**src/rtl/axi_wr_scheduler.sv**
```systemverilog
// AXI4 write-burst scheduler: round-robin between two requesters, one burst
// in flight at a time, with a bounded wait for the write response.
module axi_wr_scheduler #(
    parameter int unsigned ADDR_W    = 29,
    parameter int unsigned DATA_W    = 32,
    parameter int unsigned B_TIMEOUT = 1023
) (
    input  logic                eth_rxck,
    input  logic                rst_rx,

    input  logic                req0_valid,
    input  logic [ADDR_W-1:0]   req0_addr,
    input  logic [7:0]          req0_len,
    output logic                req0_ack,
    input  logic [DATA_W-1:0]   wr0_data,
    input  logic                wr0_valid,
    output logic                wr0_ready,
    output logic                done0,
    output logic                err0,

    input  logic                req1_valid,
    input  logic [ADDR_W-1:0]   req1_addr,
    input  logic [7:0]          req1_len,
    output logic                req1_ack,
    input  logic [DATA_W-1:0]   wr1_data,
    input  logic                wr1_valid,
    output logic                wr1_ready,
    output logic                done1,
    output logic                err1,

    output logic [1:0]          M_AXI_AWID,
    output logic [ADDR_W-1:0]   M_AXI_AWADDR,
    output logic [7:0]          M_AXI_AWLEN,
    output logic [2:0]          M_AXI_AWSIZE,
    output logic [1:0]          M_AXI_AWBURST,
    output logic                M_AXI_AWVALID,
    input  logic                M_AXI_AWREADY,
    output logic [DATA_W-1:0]   M_AXI_WDATA,
    output logic [DATA_W/8-1:0] M_AXI_WSTRB,
    output logic                M_AXI_WLAST,
    output logic                M_AXI_WVALID,
    input  logic                M_AXI_WREADY,
    input  logic                M_AXI_BRESP,
    input  logic                M_AXI_BVALID,
    output logic                M_AXI_BREADY
);

    localparam int unsigned STRB_W = DATA_W / 8;
    localparam int unsigned BCNT_W = $clog2(B_TIMEOUT + 1);

    typedef enum logic [1:0] {
        S_IDLE = 2'd0,
        S_AW   = 2'd1,
        S_W    = 2'd2,
        S_B    = 2'd3
    } state_t;

    state_t              state;
    logic                last_grant;
    logic                gnt_q;
    logic [ADDR_W-1:0]   addr_q;
    logic [7:0]          len_q;
    logic [7:0]          beat_cnt;
    logic [BCNT_W-1:0]   b_cnt;

    logic                pick1;
    logic                in_w;
    logic                w_hs;
    logic                w_last;

    // Tie goes to whichever requester was not served last.
    assign pick1 = req1_valid && (!req0_valid || !last_grant);

    assign in_w   = (state == S_W);
    assign w_last = (beat_cnt == len_q);
    assign w_hs   = M_AXI_WVALID && M_AXI_WREADY;

    assign M_AXI_AWVALID = (state == S_AW);
    assign M_AXI_AWID    = {1'b0, gnt_q};
    assign M_AXI_AWADDR  = addr_q;
    assign M_AXI_AWLEN   = len_q;
    assign M_AXI_AWSIZE  = 3'($clog2(STRB_W));
    assign M_AXI_AWBURST = 2'b01;

    // Data channel is a straight mux from the granted requester.
    assign M_AXI_WVALID = in_w && (gnt_q ? wr1_valid : wr0_valid);
    assign M_AXI_WDATA  = gnt_q ? wr1_data : wr0_data;
    assign M_AXI_WSTRB  = {STRB_W{1'b1}};
    assign M_AXI_WLAST  = in_w && w_last;
    assign wr0_ready    = in_w && !gnt_q && M_AXI_WREADY;
    assign wr1_ready    = in_w &&  gnt_q && M_AXI_WREADY;

    assign M_AXI_BREADY = (state == S_B);

    always_ff @(posedge eth_rxck) begin
        if (rst_rx) begin
            state      <= S_IDLE;
            last_grant <= 1'b1;
            gnt_q      <= 1'b0;
            addr_q     <= '0;
            len_q      <= '0;
            beat_cnt   <= '0;
            b_cnt      <= '0;
            req0_ack   <= 1'b0;
            req1_ack   <= 1'b0;
            done0      <= 1'b0;
            done1      <= 1'b0;
            err0       <= 1'b0;
            err1       <= 1'b0;
        end else begin
            req0_ack <= 1'b0;
            req1_ack <= 1'b0;
            done0    <= 1'b0;
            done1    <= 1'b0;
            err0     <= 1'b0;
            err1     <= 1'b0;
            case (state)
                S_IDLE: begin
                    if (req0_valid || req1_valid) begin
                        gnt_q      <= pick1;
                        last_grant <= pick1;
                        addr_q     <= pick1 ? req1_addr : req0_addr;
                        len_q      <= pick1 ? req1_len : req0_len;
                        req0_ack   <= !pick1;
                        req1_ack   <= pick1;
                        state      <= S_AW;
                    end
                end
                S_AW: begin
                    if (M_AXI_AWREADY) begin
                        beat_cnt <= '0;
                        state    <= S_W;
                    end
                end
                S_W: begin
                    if (w_hs) begin
                        beat_cnt <= beat_cnt + 8'd1;
                        if (w_last) begin
                            b_cnt <= '0;
                            state <= S_B;
                        end
                    end
                end
                S_B: begin
                    // A response in the final wait cycle still wins over the timeout.
                    if (M_AXI_BVALID) begin
                        done0 <= !gnt_q;
                        done1 <= gnt_q;
                        err0  <= !gnt_q && M_AXI_BRESP;
                        err1  <= gnt_q && M_AXI_BRESP;
                        state <= S_IDLE;
                    end else if (b_cnt == BCNT_W'(B_TIMEOUT - 1)) begin
                        done0 <= !gnt_q;
                        done1 <= gnt_q;
                        err0  <= !gnt_q;
                        err1  <= gnt_q;
                        state <= S_IDLE;
                    end else begin
                        b_cnt <= b_cnt + BCNT_W'(1);
                    end
                end
                default: state <= S_IDLE;
            endcase
        end
    end

endmodule

```
**config.mk**
```make
export PLATFORM = sky130hd
export DESIGN_NAME = axi_wr_scheduler
export DESIGN_NICKNAME = d
export VERILOG_FILES = /design/src/rtl/axi_wr_scheduler.sv
export SDC_FILE = /design/constraint.sdc
export NUM_CORES = 1
export LEC_CHECK = 0
export CAP_MARGIN = 25
export CORE_AREA = 8 8 92 94
export DETAILED_ROUTE_END_ITERATION = 16
export DIE_AREA = 0 0 100 102
export DONT_BUFFER_PORTS = 1
export PLACE_DENSITY = 0.71
export SYNTH_ARGS = -nofsm -noshare
export SYNTH_HDL_FRONTEND = slang
export SYNTH_SLANG_ARGS = --single-unit
```
**constraint.sdc**
```tcl
create_clock -name eth_rxck -period 1.8 [get_ports eth_rxck]
set_input_delay 0.18 -clock eth_rxck [delete_from_list [all_inputs] [get_ports eth_rxck]]
set_output_delay 0.18 -clock eth_rxck [all_outputs]
set_load 0.01 [all_outputs]
```
==> impl_metrics.csv <==
group,metric,value,unit
power_and_ir_drop,power.density,1490,mW/mm^2
placed_design,placed_area,0.00396,sq mm
worst_setup_path,cp.arrival,1.56,ns
min_path,min_path_type,"primary input to register",
die,core,0.00706,sq mm
detailed_routing,viasPerCell,5.95,
timing,finClkSkew,0.00989,ns
worst_setup_path,endpoint_kind,"output pin",
timing,finalSetupTns,0,ns
placed_design,place_congestion,0.866,
finish,final_area,0.00445,sq mm
synth,synth_top_area_frac,0.350,
worst_setup_path,r2r_start,"b_cnt[5]",
detailed_routing,antenna_left,0,
clocking,cts_root_buffer,"clkbuf_8",
detailed_routing,wl,12000,um
timing,rsz0062_at_grt,"yes",
synth,synth_most_common_cell,"dfxtp_1",
synth,synth_top_cells_by_area,"dfxtp_1 (35%), mux2i_1 (10%), mux2_2 (10%), a211oi_1 (7.7%), nor2_1 (5.4%)",
min_path,worst_hold_path.endpoint,"gnt_q",
placed_design,hpwl,9130,um
timing,max_freq,575,MHz
worst_setup_path,crit_chain,"inv_2 -> ha_4 -> inv_1 -> buf_4 -> nor3_2 -> buf_4",
detailed_routing,via_count,3096,
clocking,ctsHtreeMaxLevel,3,
worst_setup_path,r2r_setup_slack,0.06,ns
clocking,cts.clk_slew.worst_paths,0.07,ns
synth,synthFlopType,"dfxtp_1",
die,dieHeight,102,um
synth,synth_common_cells,"dfxtp_1 (65), nor2_1 (53), a211oi_1 (38), mux2i_1 (38), mux2_2 (33)",
worst_setup_path,r2r-end,"b_cnt[9]",
worst_setup_path,crit_type,"register to output pin",
die,rows,31,
global_route,grt_usage,0.216,
timing,min_period,1.74,ns
worst_setup_path,reg2regPathDepth,6,
synth,yosysTopAreaCell,"dfxtp_1",
worst_setup_path,slowest_stage,"dfxtp_1",
finish,n_fill_cell,599,
die,initial_core_util,0.526,
timing,drv_slew,0,
detailed_routing,wl_per_cell,23.2,um
global_route,grt_pass1_wl,17100,um
clocking,cts_buffers,9,
worst_setup_path,path_max_fanout,5,
synth,async_flop_share,0,
detailed_routing,drc,0,
min_path,min_path_cells,2,
worst_setup_path,critical_path_required,1.62,ns
synth,netlist-cell-type-count,57,
detailed_routing,drt_first_pass_iters,4,
die,die-width,100,um
detailed_routing,drtIter0Drc,96,
synth,avgSynthCellArea,9.46,sq um
worst_setup_path,crit_top_cell,"buf_4",
global_route,grt_max_degree,72,
run,drv_cap,0,
clocking,clkLatencyLatePin,0.35,ns
worst_setup_path,cpPeakStageDelay,0.33,ns
global_route,grt_pass1_vias,3205,
status,status,"completed",
power_and_ir_drop,peakVddDrop,0.879,mV
synth,seq_area_frac_synth,0.350,
finish,regArea,0.00132,sq mm
timing,whs,0.00979,ns
die,dieArea,0.0102,sq mm
timing,finalCritPeriodShare,0.967,
synth,synth_enable_flop_cells,0,
placed_design,io_buffers,0,
worst_setup_path,crit_path_start_kind,"register",
synth,ys.warnings.count,0,
finish,multi_input_area,0.00238,sq mm
global_route,antenna_found_initial,2,
timing,hold_viol,0,
clocking,cts_tree,"yes",
finish,final_nets,570,
synth,syn_area,0.00372,sq mm
finish,syn_to_final_growth,19.8,%
power_and_ir_drop,p_leak,1.67,nW
min_path,hold_start,"rst_rx",
clocking,cts_max_path_buffers,2,
worst_setup_path,crit_start,"state[0]",
die,ioPinCount,240,
timing,setup_viol,0,
synth,syn_inst,393,
clocking,cts.sinks,65,
synth,ys_seq_elements,65,
finish,layout-drive-gt1-share,0.329,
global_route,grt_overflow,0,
-- area by class of cell --
cell class / count / area share
multi-input combinational: 290 / 0.534
sequential: 65 / 0.296
timing repair buffer: 39 / 0.0801
clock buffer: 11 / 0.0340
tap: 99 / 0.0278
clock inverter: 5 / 0.0191
inverter: 9 / 0.00759
antenna: 2 / 0.00112
-- critical path, delay by kind of cell (launching register included) --
kind	cells	cell delay (ns)
adders and majority gates	1	0.16
buffers and inverters	4	0.56
and+or+nand+nor	1	0.18
DFF	1	0.33
-- repair_timing --
action                                  CTS  global route
hold buffers                              1             0
pin swaps                                 2            12
buffers inserted                          4             0
gates resized for setup                   4            37
hold endpoints to repair                 51             0
endpoints found under the setup margin    6            50
cloned                                    1             1
-- how the worst max path moves through the flow --
stage                          end  cells past startpoint
floorplan              beat_cnt[4]                      7
global placement    M_AXI_AWLEN[3]                      6
detailed placement        b_cnt[1]                      6
CTS                    M_AXI_WLAST                      6
global route              b_cnt[9]                      6
finish                 M_AXI_WLAST                      6
-- kinds of logic (layout without fill, tap and decap cells) --
family | Yosys count | after routing | synth area share
fa+ha+maj | 8 | 8 | 0.0269
buf+inv | 46 | 64 | 0.0620
simple gates | 109 | 109 | 0.151
flops | 65 | 65 | 0.350
other cells | 2 | 12 | 0.00202
xor+xnor | 14 | 14 | 0.0391
compound gates | 78 | 78 | 0.167
mux | 71 | 71 | 0.202
-- flip-flops by register name, indices dropped and copies added (netlist names) --
register and count:
err1 1, beat_cnt 8, last_grant 1, req1_ack 1, b_cnt 10, M_AXI_AWLEN 8
err0 1, gnt_q 1, done1 1, req0_ack 1, M_AXI_AWADDR 29, done0 1
state 2
-- per-layer routing --
metal	vias to the layer above	track usage	wire length [um]
met5	-	0	0
met2	200	0.374	5970
met1	1422	0.209	4300
met4	0	0.114	283
li1	1454	-	-
met3	20	0.106	1480
-- power breakdown --
part           internal, W  switching [W]
clock             0.000865       0.000600
combinational      0.00127        0.00164
sequential         0.00182       0.000431
-- placed cells by master (no fill, tap or decap), types with 4 or more instances in the layout --
| master | instances |
|---|---|
| xnor2_2 | 5 |
| nand2_1 | 9 |
| xor2_1 | 6 |
| mux2i_1 | 37 |
| inv_1 | 8 |
| nor3b_1 | 4 |
| nand4_1 | 9 |
| conb_1 | 10 |
| dfxtp_1 | 54 |
| a211oi_1 | 38 |
| a21oi_1 | 10 |
| clkbuf_8 | 11 |
| nor2_1 | 52 |
| dfxtp_2 | 10 |
| mux2_2 | 33 |
| ha_1 | 5 |
| buf_4 | 31 |
-- through the flow --
stage | worst slack (ns) | power [W] | util | std cells
6_report | 0.0596 | 0.00663 | 0.631 | 520
5_1_grt | -0.0436 | 0.00702 | 0.631 | 520
3_3_place_gp | 0.0568 | 0.00468 | 0.561 | 495
4_1_cts | -0.0178 | 0.00635 | 0.604 | 517
2_1_floorplan | 0.0320 | 0.00403 | - | 401
3_5_place_dp | -0.00641 | 0.00475 | 0.561 | 495
No activity file was read; power rests on OpenSTA's default activity.
